`src/rtl/bcd_display_pkg.sv`:
```
// Shared types and constants for the BCD scanned 7-segment display.
// Segment order is {g,f,e,d,c,b,a}, active-low (common-anode).
package bcd_display_pkg;

  typedef logic [6:0] seg7_t;

  localparam seg7_t SEG_BLANK = 7'h7F;
  localparam seg7_t SEG_DASH  = 7'h3F;

  // Digits 0..9, then a dash for every non-BCD code.
  localparam seg7_t SEG_TABLE [16] = '{
    7'h40, 7'h79, 7'h24, 7'h30, 7'h19, 7'h12, 7'h02, 7'h78,
    7'h00, 7'h10, SEG_DASH, SEG_DASH, SEG_DASH, SEG_DASH, SEG_DASH, SEG_DASH
  };

endpackage

```
`src/rtl/bcd_to_seg7.sv`:
```
// Combinational BCD to active-low 7-segment decoder; codes 10..15 show a dash.
module bcd_to_seg7
  import bcd_display_pkg::*;
(
  input  logic [3:0] bcd,
  output seg7_t      seg
);

  assign seg = SEG_TABLE[bcd];

endmodule

```
`src/rtl/bcd_display_scanner.sv`:
```
// Latches NUM_DIGITS BCD digits and scans them onto a multiplexed common-anode display,
// inserting one blank cycle per digit switch. Optional macro: LEADING_ZERO_BLANK_EN.
module bcd_display_scanner
  import bcd_display_pkg::*;
#(
  parameter int NUM_DIGITS  = 4,
  parameter int REFRESH_DIV = 50000
) (
  input  logic                          clk,
  input  logic                          reset,
  input  logic                          load,
  input  logic [4*NUM_DIGITS-1:0]       digits_in,
  input  logic [NUM_DIGITS-1:0]         dp_in,
  output seg7_t                         seg_n,
  output logic                          dp_n,
  output logic [NUM_DIGITS-1:0]         an_n,
  output logic [$clog2(NUM_DIGITS)-1:0] digit_idx,
  output logic                          scan_tick
);

  localparam int IDX_W = $clog2(NUM_DIGITS);
  localparam int PRE_W = $clog2(REFRESH_DIV);
  localparam logic [IDX_W-1:0] IDX_LAST = IDX_W'(NUM_DIGITS - 1);
  localparam logic [PRE_W-1:0] PRE_LAST = PRE_W'(REFRESH_DIV - 1);

  logic [NUM_DIGITS-1:0][3:0] dig_sh;
  logic [NUM_DIGITS-1:0]      dp_sh;
  logic [PRE_W-1:0]           prescale;
  logic [NUM_DIGITS-1:0]      an_sel;
  seg7_t                      dec_seg;
  seg7_t                      seg_lit;

  // The display only ever reads the shadow copy, so a load can never tear a frame.
  always_ff @(posedge clk) begin
    if (reset) begin
      dig_sh <= '0;
      dp_sh  <= '0;
    end else if (load) begin
      dig_sh <= digits_in;
      dp_sh  <= dp_in;
    end
  end

  assign scan_tick = (prescale == PRE_LAST);

  always_ff @(posedge clk) begin
    if (reset) begin
      prescale  <= '0;
      digit_idx <= '0;
    end else if (scan_tick) begin
      prescale  <= '0;
      digit_idx <= (digit_idx == IDX_LAST) ? '0 : digit_idx + IDX_W'(1);
    end else begin
      prescale  <= prescale + PRE_W'(1);
    end
  end

  bcd_to_seg7 u_dec (
    .bcd (dig_sh[digit_idx]),
    .seg (dec_seg)
  );

`ifdef LEADING_ZERO_BLANK_EN
  logic [NUM_DIGITS-1:0] lz_mask;
  logic                  lz_run;

  // A digit is a leading zero when it and every more significant digit are zero.
  always_comb begin
    lz_mask = '0;
    lz_run  = 1'b1;
    for (int i = NUM_DIGITS - 1; i > 0; i--) begin
      lz_run     = lz_run & (dig_sh[i] == 4'd0);
      lz_mask[i] = lz_run;
    end
  end

  assign seg_lit = lz_mask[digit_idx] ? SEG_BLANK : dec_seg;
`else
  assign seg_lit = dec_seg;
`endif

  always_comb begin
    an_sel            = '1;
    an_sel[digit_idx] = 1'b0;
  end

  // The terminal-count cycle becomes the blanking slot that hides the digit switch.
  always_ff @(posedge clk) begin
    if (reset || scan_tick) begin
      seg_n <= SEG_BLANK;
      dp_n  <= 1'b1;
      an_n  <= '1;
    end else begin
      seg_n <= seg_lit;
      dp_n  <= ~dp_sh[digit_idx];
      an_n  <= an_sel;
    end
  end

endmodule

```
`config.mk`:
```
export PLATFORM = sky130hd
export DESIGN_NAME = bcd_display_scanner
export DESIGN_NICKNAME = d
export VERILOG_FILES = /design/src/rtl/bcd_display_pkg.sv /design/src/rtl/bcd_to_seg7.sv /design/src/rtl/bcd_display_scanner.sv
export SDC_FILE = /design/constraint.sdc
export NUM_CORES = 1
export LEC_CHECK = 0
export CORE_ASPECT_RATIO = 1.25
export CORE_MARGIN = 2
export CORE_UTILIZATION = 36
export DETAILED_ROUTE_END_ITERATION = 8
export PLACE_DENSITY_LB_ADDON = 0.25
export SYNTH_ARGS = -nofsm -noshare
export SYNTH_HDL_FRONTEND = slang
export SYNTH_HIERARCHICAL = 1
export SYNTH_SLANG_ARGS = --single-unit
```
`constraint.sdc`:
```
create_clock -name clk -period 4.9 [get_ports clk]
set_input_delay 0.98 -clock clk [delete_from_list [all_inputs] [get_ports clk]]
set_output_delay 0.98 -clock clk [all_outputs]
set_load 0.1 [all_outputs]
```
==> results of run 1 <==
[power breakdown]
part / internal, mW / switching, mW / leakage, nW
logic: 0.0518 / 0.0781 / 0.656
registers: 0.424 / 0.00809 / 0.411
clock network: 0.105 / 0.144 / 0.0491
[flip-flops by register name, indices dropped and copies added, names as in the netlist]
name       count
dp_n           1
an_n           4
seg_n          7
digit_idx      2
dp_sh          4
prescale      16
dig_sh        16
[cell families (layout without fill, tap and decap cells)]
| group | after synthesis | after routing | share of synthesized area (%) |
|---|---|---|---|
| flops | 50 | 50 | 44.82 |
| fa+ha+maj | 10 | 10 | 5.602 |
| compound gates | 11 | 11 | 3.081 |
| buf+inv | 20 | 55 | 4.145 |
| simple gates | 90 | 90 | 22.35 |
| xor+xnor | 13 | 13 | 5.098 |
| mux | 27 | 27 | 14.90 |
[worst min-delay path by stage]
stage | from | endpoint | cells past startpoint
finish | prescale[0] | prescale[0] | 1
global route | prescale[15] | prescale[15] | 2
CTS | prescale[15] | prescale[15] | 2
detailed placement | prescale[0] | prescale[0] | 1
global placement | prescale[0] | prescale[0] | 1
floorplan | prescale[0] | prescale[0] | 1
[metal layers]
metal	part of all wire, %	up-vias
met4	2.4	0
li1	-	806
met2	47	41
met3	3.7	8
met1	47	715
met5	0	-
[metrics by stage]
step / utilization (%) / setup WS, ns
after global routing: 45.25 / 1.021
final: 45.25 / 1.222
after detailed placement: 43.69 / 1.526
after CTS: 45.25 / 1.192
after global placement: 43.69 / 1.582
after floorplan: - / 2.180
[synthesized netlist by cell type (all sizes together)]
library cell and number:
nor4 2, xnor2 9, nor3 4, a22oi 2
nor3b 1, a21o 1, and3b 1, nor4b 1
and2 1, clkbuf 8, xor2 4, or4 1
nor2b 2, nand3 4, nor2 39, or2b 1
and2b 2, dfxtp 50, nand2 11, or2 1
and4bb 2, mux2i 22, nand2b 10, nand4 4
or3 1, a21oi 4, nand4b 1, o21ai 1
o31ai 2, mux4 5, buf 3, a31oi 1
and4 1, inv 9, ha 10
[critical path, stage by stage, from the launching register on]
cell and delay [ns]:
dfxtp_1 0.39, ha_1 0.21, nand3_1 0.22, nand4b_2 0.36, inv_1 0.09, clkdlybuf4s50_1 1.12
[final cells by class]
class / instances / area [µm²] / area share (%)
timing repair buffer: 38 / 377.9 / 13.72
clock buffer: 5 / 68.82 / 2.499
multi-input combinational: 151 / 1140 / 41.39
inverter: 9 / 33.78 / 1.227
clock inverter: 3 / 26.28 / 0.9541
sequential: 50 / 1001 / 36.35
tap: 85 / 106.4 / 3.862
==> results.sh, run 1 <==
export IMPL_status="complete, no violations"
export IMPL_syn_inst=221
export IMPL_design_area_mm2=0.002754
export IMPL_rsz0062_at_grt="false"
export IMPL_nets=288
export IMPL_worstPathArrival_ns=2.70
export IMPL_maxCapViolCount=0
export IMPL_crit_fanout=7
export IMPL_synth_nets=254
export IMPL_die_w_um=74.45
export IMPL_synth_top_cells_by_area="dfxtp_1 (45%), mux2i_1 (9.9%), nor2_1 (6.6%)"
export IMPL_vias=1570
export IMPL_fill_cells=610
export IMPL_fin_crit_sh_pct=75.06
export IMPL_worst_pin_slew_ns=1.185
export IMPL_total_power_mw=0.8110
export IMPL_yosys_warnings=6
export IMPL_drtAntennaViolNets=0
export IMPL_max_vdd_ir_drop_v=0.0001140
export IMPL_grt_pass1_vias=1513
export IMPL_reg2reg_from="digit_idx[0]"
export IMPL_max_freq_ghz=0.2719
export IMPL_routedWlPerCell_um=11.43
export IMPL_start_util_pct=36.70
export IMPL_setup_tns_ns=0
export IMPL_h_tree_depth=2
export IMPL_cts_sinks=50
export IMPL_clk_latency_ns=0.31
export IMPL_busiest_layer="met2"
export IMPL_skew_ns=0.01609
export IMPL_leakagePower_nw=1.115
export IMPL_start_kind="register"
export IMPL_layout_drive_gt1_share_pct=8.984
export IMPL_mostFrequentLayoutCell="dfxtp_1"
export IMPL_cts_buffers=5
export IMPL_synth_seq_area_share_pct=44.82
export IMPL_powerDensity_mw_per_mm2=294.5
export IMPL_grtUsageMet2_pct=20.13
export IMPL_clock_path_buffers=2
export IMPL_clk_pin_slew_worst_paths_ns=0.09
export IMPL_final_hold_viol_count=0
export IMPL_mostFrequentLayoutCells="dfxtp_1 (50), nor2_1 (39), clkdlybuf4s50_1 (37), mux2i_1 (22), nand2_1 (11)"
export IMPL_crit_path_end="scan_tick"
export IMPL_critPathRequiredTime_ns=3.92
export IMPL_root_buffer="clkbuf_8"
export IMPL_startpoint="prescale[0]"
export IMPL_finalNonFillerCells=341
export IMPL_dp_cells=333
export IMPL_report_final_slew_viol_count=0
export IMPL_finalSetupViolations=0
export IMPL_numPortBuffers=37
export IMPL_netlist_cell_type_count=41
export IMPL_hold_slack_ns=0.4815
export IMPL_drt_iter0_markers=87
export IMPL_grt_antenna_before_repair=0
export IMPL_synth_largest_area_cell="dfxtp_1"
export IMPL_slew_headroom_pct=20.74
export IMPL_crit_type="register to output port"
export IMPL_wirelength_um=3896
export IMPL_avgSynthCellArea_um2=10.11
export IMPL_rows=32
export IMPL_period_needed_ns=3.678
export IMPL_syn_area_mm2=0.002233
export IMPL_placed_area_mm2=0.002659
export IMPL_holdCritPathClass="register to register"
export IMPL_cts_tree="done"
export IMPL_first_pass_iters=4
export IMPL_drc_errors=0
export IMPL_io_pins=38
export IMPL_place_hpwl_um=2835
export IMPL_r2r_slack_ns=2.79
export IMPL_die_area_mm2=0.006854
export IMPL_core_area_mm2=0.006086
export IMPL_die_h_um=92.06
export IMPL_hold_buffers=0
export IMPL_ff2ff_path_depth=6
export IMPL_post_cts_buffers=0
export IMPL_grt_max_degree=21
export IMPL_diodes=0
export IMPL_syn2layout_area_growth_pct=23.31
export IMPL_synth_top_area_share_pct=44.82
export IMPL_cts_repair_resize_count=0
export IMPL_grt_usage_pct=12.61
export IMPL_yosys_register_bits=50
export IMPL_grt_use_met1_pct=15.49
export IMPL_end_kind="output port"
export IMPL_grt_use_met3_pct=3.297
export IMPL_avgViaCountPerCell=4.604
export IMPL_r2r_end="seg_n[5]"
export IMPL_overflow=0
export IMPL_gp_congestion=0.7391
export IMPL_grt_pass1_wl_um=6637
Note: power is estimated with default switching activity, not from simulation.
==> run 2: changes to the inputs <==
- clock period: 4.9 -> 3.6 ns (I/O delays scaled with it)
==> results.sh, run 2 (synthesis results as in run 1) <==
export IMPL_wirelength_um=3791
export IMPL_syn2layout_area_growth_pct=23.08
export IMPL_period_needed_ns=2.541
export IMPL_h_tree_depth=2
export IMPL_grt_pass1_wl_um=6348
export IMPL_regArea_mm2=0.001001
export IMPL_end_kind="output port"
export IMPL_finalNonFillerCells=342
export IMPL_die_w_um=74.45
export IMPL_min_from="prescale[0]"
export IMPL_root_buffer="clkbuf_8"
export IMPL_layout_drive_gt1_share_pct=10.51
export IMPL_power_frac_comb_pct=16.3
export IMPL_nets=289
export IMPL_setup_tns_ns=0
export IMPL_holdCritPathClass="register to register"
export IMPL_die_area_mm2=0.006854
export IMPL_status="complete, no violations"
export IMPL_die_h_um=92.06
export IMPL_diodes=0
export IMPL_worst_pin_slew_ns=0.9612
export IMPL_cts_tree="done"
export IMPL_rows=32
export IMPL_vias=1523
export IMPL_core_area_mm2=0.006086
export IMPL_hold_buffers=0
export IMPL_io_pins=38
export IMPL_crit_family="simple AND/OR/NAND/NOR gates"
export IMPL_slew_headroom_pct=35.72
export IMPL_powerDensity_mw_per_mm2=394.0
export IMPL_fin_crit_sh_pct=70.58
export IMPL_rsz0062_at_grt="false"
export IMPL_p_int_mw=0.7841
export IMPL_overflow=0
export IMPL_cts_buffers=5
export IMPL_place_hpwl_um=2846
export IMPL_dp_cells=334
export IMPL_gp_congestion=0.7932
export IMPL_report_final_slew_viol_count=0
export IMPL_p_sw_mw=0.2991
export IMPL_total_power_mw=1.083
export IMPL_fill_cells=602
export IMPL_max_stage_delay_ns=0.39
export IMPL_clock_path_buffers=2
export IMPL_largestRegisters="dig_sh x16, prescale x16, seg_n x7"
export IMPL_max_freq_ghz=0.3936
export IMPL_worstPathArrival_ns=1.82
export IMPL_skew_ns=0.01020
export IMPL_maxCapViolCount=0
export IMPL_critPathRequiredTime_ns=2.88
export IMPL_final_hold_viol_count=0
export IMPL_clk_latency_ns=0.30
export IMPL_first_pass_iters=4
export IMPL_cp_slowest_cell="dfxtp_1"
export IMPL_cts_repair_resize_count=0
export IMPL_cts_sinks=50
export IMPL_numPortBuffers=37
export IMPL_grt_antenna_before_repair=0
export IMPL_startpoint="prescale[0]"
export IMPL_pwr_share_clk_pct=29.4
export IMPL_mostFrequentLayoutCell="dfxtp_1"
export IMPL_max_vdd_ir_drop_v=0.0001646
export IMPL_multi_input_area_mm2=0.001140
export IMPL_switching_share_pct=27.61
export IMPL_grt_max_degree=21
export IMPL_routedWlPerCell_um=11.08
export IMPL_drc_errors=0
export IMPL_leakagePower_nw=1.122
export IMPL_avgViaCountPerCell=4.453
export IMPL_crit_type="register to output port"
export IMPL_grt_usage_pct=12.07
export IMPL_grt_pass1_vias=1411
export IMPL_finalSetupViolations=0
export IMPL_start_util_pct=36.70
export IMPL_crit_fanout=7
export IMPL_reg2reg_from="digit_idx[0]"
export IMPL_post_cts_buffers=0
export IMPL_path_cells="ha_1 > nand3_1 > nand4b_2 > inv_1 > buf_4"
export IMPL_clk_pin_slew_worst_paths_ns=0.08
export IMPL_power_share_sequential_pct=54.3
export IMPL_drtAntennaViolNets=0
export IMPL_drt_iter0_markers=93
export IMPL_mostFrequentLayoutCells="dfxtp_1 (50), nor2_1 (39), clkdlybuf4s50_1 (34), mux2i_1 (22), nand2_1 (11)"
export IMPL_start_kind="register"
export IMPL_path_buf_inv=2
-- run 2: changes by cell type in the layout (fill, tap and decap cells not counted), sizes merged --
cell,before,now
buf,1,5
clkinvlp,0,1
clkinv,1,2
clkdlybuf4s50,37,34
inv,11,9
-- run 2: layout make-up --
cell class,instances,area share (%)
multi-input cells,151,41.47
flip-flops and latches,50,36.41
clock inverters,3,0.7738
inverters,9,1.229
repair buffers,39,13.75
well taps,85,3.869
clock buffers,5,2.503
-- run 2: power by group through the flow --
stage          Combinational [mW]  Sequential, mW  Clock (mW)
4_1_cts                     0.179           0.588       0.335
3_3_place_gp                0.177           0.601           0
6_report                    0.177           0.588       0.318
3_5_place_dp                0.178           0.601           0
2_1_floorplan              0.0674           0.660           0
5_1_grt                     0.190           0.591       0.351
-- run 2: routing by layer --
layer | GRT usage, % | share of wire [%] | vias to the layer above
li1 | - | - | 810
met1 | 14.57 | 46 | 680
met2 | 19.84 | 49 | 29
met3 | 2.967 | 3.4 | 4
met4 | 5.357 | 1.7 | 0
met5 | 0 | 0 | -
-- run 2: worst reg2reg max path, stage by stage, from the launching register on --
cell	delay [ns]
dfxtp_1	0.67
mux4_2	0.68
inv_1	0.13
ha_1	0.18
and2b_2	0.14
o31ai_1	0.05
nand2b_1	0.14
-- run 2: worst paths after layout --
check                     end  slack, ns  depth (start not counted)
hold / removal    prescale[0]       0.48                          1
setup / recovery    scan_tick       1.06                          5
setup reg to reg     seg_n[5]       1.50                          6
hold reg to reg   prescale[0]       0.48                          1
-- run 2: per-stage QoR --
stage,util (%),cell area [µm²],worst slack (ns),hold slack [ns]
finish,45.17,2749,1.059,0.4809
detailed placement,43.69,2659,1.364,0.4690
CTS,45.17,2749,1.032,0.4895
floorplan,-,2233,0.8801,0.4372
global route,45.17,2749,0.9023,0.5046
global placement,43.69,2659,1.393,0.4527
==> run 3: changes to the inputs <==
- clock period: 3.6 -> 2.5 ns (I/O delays scaled with it)
==> results.sh, run 3 (synthesis results as in run 1) <==
export IMPL_nets=289
export IMPL_rows=32
export IMPL_clk_pin_slew_worst_paths_ns=0.08
export IMPL_cts_buffers=5
export IMPL_worstPathArrival_ns=1.79
export IMPL_status="complete, no violations"
export IMPL_end_kind="output port"
export IMPL_hold_slack_ns=0.4725
export IMPL_r2r_slack_ns=0.57
export IMPL_critPathRequiredTime_ns=2.00
export IMPL_crit_type="register to output port"
export IMPL_grt_pass1_vias=1471
export IMPL_first_pass_iters=6
export IMPL_slew_headroom_pct=65.10
export IMPL_grt_max_degree=21
export IMPL_rsz0062_at_grt="false"
export IMPL_powerDensity_mw_per_mm2=611.9
export IMPL_io_pins=38
export IMPL_die_h_um=92.06
export IMPL_start_kind="register"
export IMPL_cts_sinks=50
export IMPL_holdCritPathClass="register to register"
export IMPL_drc_errors=0
export IMPL_setup_tns_ns=0
export IMPL_grt_pass1_wl_um=6686
export IMPL_mostFrequentLayoutCell="dfxtp_1"
export IMPL_max_freq_ghz=0.4361
export IMPL_die_w_um=74.45
export IMPL_reg2reg_from="digit_idx[0]"
export IMPL_r2r_end="seg_n[1]"
export IMPL_ff2ff_path_depth=6
export IMPL_drt_iter0_markers=71
export IMPL_numPortBuffers=37
export IMPL_crit_path_end="scan_tick"
export IMPL_fin_crit_sh_pct=91.73
export IMPL_place_hpwl_um=2789
export IMPL_total_power_mw=1.691
export IMPL_largestRegisters="dig_sh x16, prescale x16, seg_n x7"
export IMPL_finalSetupViolations=0
export IMPL_worst_pin_slew_ns=0.5235
export IMPL_final_hold_viol_count=0
export IMPL_cts_tree="done"
export IMPL_maxCapViolCount=0
export IMPL_regArea_mm2=0.001002
export IMPL_drtAntennaViolNets=0
export IMPL_layout_drive_gt1_share_pct=15.56
export IMPL_max_vdd_ir_drop_v=0.0002836
export IMPL_h_tree_depth=2
export IMPL_grt_usage_pct=12.53
export IMPL_avgViaCountPerCell=4.544
export IMPL_period_needed_ns=2.293
export IMPL_vias=1554
export IMPL_overflow=0
export IMPL_multi_input_area_mm2=0.001140
export IMPL_start_util_pct=36.70
export IMPL_root_buffer="clkbuf_8"
export IMPL_mostFrequentLayoutCells="dfxtp_1 (49), nor2_1 (39), mux2i_1 (22), clkdlybuf4s50_1 (22), buf_4 (16)"
export IMPL_clk_latency_ns=0.30
export IMPL_crit_fanout=7
export IMPL_routedWlPerCell_um=11.49
export IMPL_skew_ns=0.01640
export IMPL_fill_cells=607
export IMPL_gp_congestion=0.7636
export IMPL_report_final_slew_viol_count=0
export IMPL_core_area_mm2=0.006086
export IMPL_die_area_mm2=0.006854
export IMPL_post_cts_buffers=0
export IMPL_cts_repair_resize_count=0
export IMPL_grt_antenna_before_repair=0
export IMPL_diodes=0
export IMPL_hold_buffers=0
export IMPL_leakagePower_nw=1.146
export IMPL_syn2layout_area_growth_pct=23.75
export IMPL_clock_path_buffers=2
export IMPL_startpoint="prescale[0]"
export IMPL_wirelength_um=3929
[run 3: cell count changes in the layout (fill, tap and decap cells not counted), sizes merged]
cell           before  now
clkbuf              5    6
bufinv              0    1
inv                 9   10
clkinv              2    0
clkinvlp            1    0
buf                 5   17
clkdlybuf4s50      34   22
[run 3: where the power goes]
part / total [mW] / switching, mW / internal [mW]
Sequential: 0.847 / 0.0158 / 0.831
Clock: 0.595 / 0.266 / 0.329
Combinational: 0.250 / 0.152 / 0.0971
[run 3: how the worst min path moves through the flow]
stage	cells after the start	start	endpoint	slack, ns
floorplan	1	prescale[0]	prescale[0]	0.44
CTS	1	prescale[0]	prescale[0]	0.48
detailed placement	1	prescale[0]	prescale[0]	0.46
global route	1	prescale[0]	prescale[0]	0.52
finish	1	prescale[0]	prescale[0]	0.47
global placement	1	prescale[0]	prescale[0]	0.45
[run 3: worst max-delay path: stages, from the launching register on]
cell and delay, ns:
dfxtp_1 0.39, ha_1 0.20, nand3_1 0.22, nand4b_2 0.36, inv_1 0.15, buf_12 0.18
[run 3: area by class of cell]
| cell class | count | share of cell area [%] |
|---|---|---|
| Sequential cell | 50 | 36.26 |
| Clock buffer | 6 | 2.988 |
| Tap cell | 85 | 3.848 |
| Timing Repair Buffer | 39 | 13.04 |
| Inverter | 9 | 1.222 |
| Clock inverter | 2 | 1.403 |
| Multi-Input combinational cell | 151 | 41.24 |
[run 3: metrics by stage]
stage	util, %	instance area, µm²	setup WS (ns)	cells
2_1_floorplan	-	2235	0.1016	221
3_3_place_gp	43.42	2643	0.5630	334
3_5_place_dp	43.42	2643	0.5020	334
5_1_grt	45.42	2764	0.04278	342
6_report	45.42	2764	0.2067	342
4_1_cts	45.42	2764	0.1728	342
[run 3: per-layer routing]
metal | GRT usage, % | part of all wire (%) | vias up
met4 | 6.250 | 2.6 | 0
met1 | 16.01 | 48 | 697
met5 | 0 | 0 | -
met2 | 19.76 | 47 | 32
met3 | 2.418 | 2.9 | 6
li1 | - | - | 819
==> RTL edit 1 (config.mk and constraints of run 2) <==
The option `LEADING_ZERO_BLANK_EN` is turned on by a define.
--- a/src/rtl/bcd_display_scanner.sv
+++ b/src/rtl/bcd_display_scanner.sv
@@ -1,5 +1,7 @@
 // Latches NUM_DIGITS BCD digits and scans them onto a multiplexed common-anode display,
 // inserting one blank cycle per digit switch. Optional macro: LEADING_ZERO_BLANK_EN.
+`define LEADING_ZERO_BLANK_EN
+
 module bcd_display_scanner
   import bcd_display_pkg::*;
 #(
Behaviour: same outputs for any inputs over 10 cycles, from zero or initial values and one cycle with reset high; that may be too few to reach the edited logic, so the function may still have changed.
==> RTL edit 1 against run 2 <==
  * Area after synthesis rose by 0.28%
  * Wire length rose by 6.1%
  * Non-clock buffer count unchanged
  * Setup slack gained 0.051 ns
  * Design area up 0.82%
  * Power rose by 2.2%
  * Cell count is 2.9% higher
  * Sequential cell count is the same
  * Combinational power up 3%
  * Via count up 5.3%
  * Global-route usage increased by 1.3 points
  * Hold slack worse by 0.011 ns
  * Critical endpoint unchanged
==> RTL edit 1: results (changes against run 2) <==
* Result of the run: finished, final reports clean
* Proportion of synthesized chip area in sequential cells at 0.447 (-0.00125)
* Met3 Track Usage GR at 0.0352 (+0.00549)
* Arrival time of the worst setup path at 1.77 ns (-0.05 ns)
* Detailed Place HPWL at 3030 microns (+6.5%)
* Crit path max fanout at 5 (-2)
* GR met1 Demand/Resource at 0.162 (+0.0162)
* Via count of the first global-routing pass at 1,553 (+10%)
* Routability congestion estimate at 0.821 (+3.5%)
* Worst Hold Class: reg -> reg
* Overall fraction of global-route tracks in use at 0.134 (+0.0130)
* Synth Net Count at 262 (+3.1%)
* Synthesized-area fraction occupied by adder cells at 0.0559 (-0.000156)
* Antenna violations before repair at 0 (unchanged)
* Worst r2r src: digit_idx[0]
* Synth cell count leaders: dfxtp_1 (50), nor2_1 (43), mux2i_1 (21)
* Rel. slew slack at 0.352 (-0.00471)
* Distinct cells, synth at 33 (-20%)
* First-pass GRT wire length at 7130 microns (+12%)
* Total cell area at the placement stage at 0.00268 sq mm (+0.80%)
* Xor/xnor cell area share of the yosys netlist at 0.0508 (-0.000142)
* Share of cell area taken by muxes after synthesis at 0.144 (-0.00489)
* Worst IR Drop VDD at 0.213 mV (+29%)
* Maximum number of pins on one net before global-route repair at 25 (+19%)
* Routed via count at 1,603 (+5.3%)
* Synthesized-area fraction occupied by ao, oa, aoi and oai cells at 0.0447 (+0.0139)
* Largest stage delay on the critical path at 0.37 ns (-0.02 ns)
* Leakage at 1.09 nW (-3.1%)
* Nets at 299 (+3.5%)
* Number of filler cells placed in the layout at 610 (+1.3%)
* Number of iterations in the first detailed-routing pass at 2 (-2)
* Met2 track demand over resource in global routing at 0.223 (+0.0243)
* Critical hold path startpoint: prescale[0]
* Critical path's slowest cell: dfxtp_1
* Share of layout cells above drive strength 1 at 0.120 (+0.0148)
* Number of DRC violations after detailed-routing iteration 0 at 38 (-59%)
* Average routed wire per standard cell at 11.4 microns (+3.1%)
* Setup Skew at 0.00642 ns (-0.00378 ns)
* Ranking of synthesized cells by area: dfxtp_1 (45%), mux2i_1 (9.4%), nor2_1 (7.2%)
RTL edit 1: worst reg2reg max path, cell delays in order, from the launching register on:
cell	delay [ns]
dfxtp_1	0.66
mux4_2	0.64
ha_1	0.22
or2b_1	0.22
a21oi_1	0.14
nor2_1	0.05
or2_2	0.28
RTL edit 1: worst paths after layout:
check             slack (ns)     endpoint  depth (start not counted)
hold / removal          0.47  prescale[0]                          1
setup reg to reg        1.30     seg_n[5]                          6
hold reg to reg         0.47  prescale[0]                          1
setup / recovery        1.11    scan_tick                          5
RTL edit 1: cell type report:
cell class / instances / area [sq um] / share of cell area
tap: 85 / 106 / 0.0384
timing repair buffer: 39 / 378 / 0.136
multi-input combinational: 161 / 1160 / 0.419
inverter: 9 / 33.8 / 0.0122
clock buffer: 7 / 86.3 / 0.0312
clock inverter: 1 / 5.00 / 0.00181
sequential: 50 / 1000 / 0.361
RTL edit 1: cell families after synthesis:
family,after synthesis
multiplexers,26
XOR/XNOR,13
AND/OR/NAND/NOR,99
adder cells (fa/ha/maj),10
buffers and inverters,18
flip-flops,50
AO/OA/AOI/OAI,13
RTL edit 1: layer usage:
metal / vias up / routed length [microns]
met5: - / 0
met4: 0 / 78
met3: 6 / 153
met2: 27 / 1910
met1: 726 / 1880
li1: 844 / -
RTL edit 1: power breakdown:
group	switching (W)	leakage, nW	internal, W
Clock	0.000178	0.0482	0.000155
Combinational	0.000110	0.628	0.0000730
Sequential	0.0000138	0.410	0.000578
RTL edit 1: stage by stage:
step,total power (W),cells
3_3_place_gp,0.000789,344
5_1_grt,0.00116,352
4_1_cts,0.00112,352
6_report,0.00111,352
3_5_place_dp,0.000790,344
2_1_floorplan,0.000734,229
==> RTL edit 2 (flow settings as in run 2) <==
Without the edit above. Make the reset (`reset`) asynchronous in 2 clocked blocks.
--- a/src/rtl/bcd_display_scanner.sv
+++ b/src/rtl/bcd_display_scanner.sv
@@ -31,7 +31,7 @@
   seg7_t                      seg_lit;
 
   // The display only ever reads the shadow copy, so a load can never tear a frame.
-  always_ff @(posedge clk) begin
+  always_ff @(posedge clk or posedge reset) begin
     if (reset) begin
       dig_sh <= '0;
       dp_sh  <= '0;
@@ -43,7 +43,7 @@
 
   assign scan_tick = (prescale == PRE_LAST);
 
-  always_ff @(posedge clk) begin
+  always_ff @(posedge clk or posedge reset) begin
     if (reset) begin
       prescale  <= '0;
       digit_idx <= '0;
Function: no difference found for any inputs over 10 cycles, from zero or initial values and one cycle with reset high; that may be too few to reach the edited logic, so the function may still have changed.
==> RTL edit 2 against run 2 <==
  * Sequential cell count unchanged
  * Setup slack got worse by 0.11 ns
  * Design area increased by 2.6%
  * Clock power increased by 3%
  * Count of clock-buffer cells in the layout increased by 2
  * Non-clock buffer count unchanged
  * First-iteration DRC count decreased by 56%
  * Area after synthesis increased by 2.1%
  * Power increased by 5.1%
  * Critical path depth decreased by 2
  * Wire length decreased by 1.5%
  * Die area increased by 2.0%
  * Cell count decreased by 7.0%
  * Register-to-register slack got worse by 0.21 ns
  * Critical path type unchanged
  * Critical endpoint unchanged
  * Highest routed layer unchanged
==> RTL edit 2: results (changes against run 2) <==
* Worst IR Drop VDD at 0.209 mV (+27%)
* Worst Hold Class: reg -> reg
* TritonCTS Buffers at 5 (unchanged)
* Overall fraction of global-route tracks in use at 0.122 (+0.00131)
* Detailed-route vias per instance at 4.72 (+5.9%)
* Total area of multi-input combinational cells at 0.00101 sq mm (-11%)
* Port Buffers at 37 (unchanged)
* Largest regs: dig_sh x16, prescale x16, seg_n x7
* Multi-input combinational cell count at 129 (-15%)
* First-pass GRT wire length at 6730 microns (+6.0%)
* Largest stage delay on the critical path at 0.59 ns (+0.20 ns)
* Distinct cells, synth at 35 (-15%)
* Max Buffers Root-to-Sink at 2 (unchanged)
* Via count of the first global-routing pass at 1,533 (+8.6%)
* Clock-pin slew reported for the worst setup and hold paths after clock tree synthesis at 0.09 ns
* Layout buffer count excluding clock buffers at 39 (unchanged)
* Proportion of synthesized chip area in sequential cells at 0.522 (+0.0740)
* Result of the run: finished, final reports clean
* Clock root cell: clkbuf_8
* Ranking of synthesized cells by area: dfrtp_1 (42%), dfxtp_1 (11%), mux2_2 (9.9%)
* Post-detailed-routing wire length at 3730 microns (-1.5%)
* Post-CTS Setup Inserts at 0 (unchanged)
* Clock latency on the worst-skew pair at 0.30 ns (about the same)
* Share of layout cells above drive strength 1 at 0.180 (+0.0752)
* Signal buf overhead at 0.138 (+0.000961)
* Antenna violations before repair at 0 (unchanged)
* Nets at 265 (-8.3%)
* Number of filler cells placed in the layout at 602 (unchanged)
* Synth cell count leaders: dfrtp_1 (38), mux2_2 (20), nand2_1 (16)
* Leakage at 1.19 nW (+5.8%)
* Maximum number of pins on one net before global-route repair at 31 (+48%)
* Fraction of standard cell area that is sequential at 0.422 (+0.0582)
* Number of levels in the clock H-tree at 2 (unchanged)
* Critical path's slowest cell: or4b_1
* Routability congestion estimate at 0.710 (-10%)
* Synthesis warning total at 6 (unchanged)
* Count of antenna diodes in the layout at 0 (unchanged)
* Clock-cell share at 0.0324 (-0.000385)
* Number of DRC violations after detailed-routing iteration 0 at 41 (-56%)
* Synth Net Count at 228 (-10%)
* Resize count post-CTS at 0 (unchanged)
* Detailed Place HPWL at 2760 microns (-2.9%)
* Gate family responsible for the most delay along the worst path: simple AND/OR/NAND/NOR gates
* Transition time at the pin with the least slew margin at 0.970 ns (+0.00881 ns)
* Share of flip-flops with an asynchronous set or reset at 0.760 (+0.760)
* FF+latch count, synth at 50 (unchanged)
* Nonclk inv count at 7 (-2)
* Number of iterations in the first detailed-routing pass at 4 (unchanged)
* Setup Skew at 0.00815 ns (-0.00205 ns)
* Clock buffer count in the final layout at 7 (+2)
* Crit path max fanout at 7 (unchanged)
* Arrival time of the worst setup path at 1.93 ns (+0.11 ns)
-- RTL edit 2: final timing paths --
| kind | cells after the start | start | end | slack [ns] |
|---|---|---|---|---|
| hold reg to reg | 1 | prescale[0] | prescale[0] | 0.49 |
| hold / removal | 1 | prescale[0] | prescale[0] | 0.49 |
| setup / recovery | 3 | prescale[4] | scan_tick | 0.95 |
| min in group asynchronous | 2 | reset | dig_sh[8] | 0.89 |
| max in group asynchronous | 3 | reset | prescale[14] | 2.03 |
| setup reg to reg | 6 | digit_idx[1] | seg_n[5] | 1.29 |
-- RTL edit 2: cell families after synthesis --
family,after synthesis,synth area share
buf+inv,16,0.0329
compound gates,17,0.0422
flops,50,0.522
mux,25,0.148
simple gates,67,0.161
fa+ha+maj,10,0.0549
xor+xnor,10,0.0384
-- RTL edit 2: per-stage QoR --
stage | cell area (sq um) | util | cells | hold WS [ns] | worst slack [ns]
3_3_place_gp | 2730 | 0.443 | 310 | 0.468 | 1.27
5_1_grt | 2820 | 0.457 | 318 | 0.509 | 0.864
3_5_place_dp | 2730 | 0.443 | 310 | 0.471 | 1.27
4_1_cts | 2820 | 0.457 | 318 | 0.483 | 0.920
2_1_floorplan | 2280 | - | 195 | 0.448 | 0.695
6_report | 2820 | 0.457 | 318 | 0.488 | 0.946
-- RTL edit 2: power by group --
part / internal [W] / switching [W]
sequential: 0.000591 / 0.0000129
combinational: 0.0000820 / 0.000123
clock: 0.000155 / 0.000173
total: 0.000829 / 0.000309
-- RTL edit 2: per-layer routing --
layer | global-route usage | vias to the layer above | part of all wire | routed length (microns)
met5 | 0 | - | 0 | 0
met4 | 0.0439 | 0 | 0.0062 | 23
met3 | 0.0313 | 4 | 0.042 | 157
met2 | 0.197 | 28 | 0.50 | 1850
met1 | 0.156 | 715 | 0.46 | 1700
li1 | - | 753 | - | -
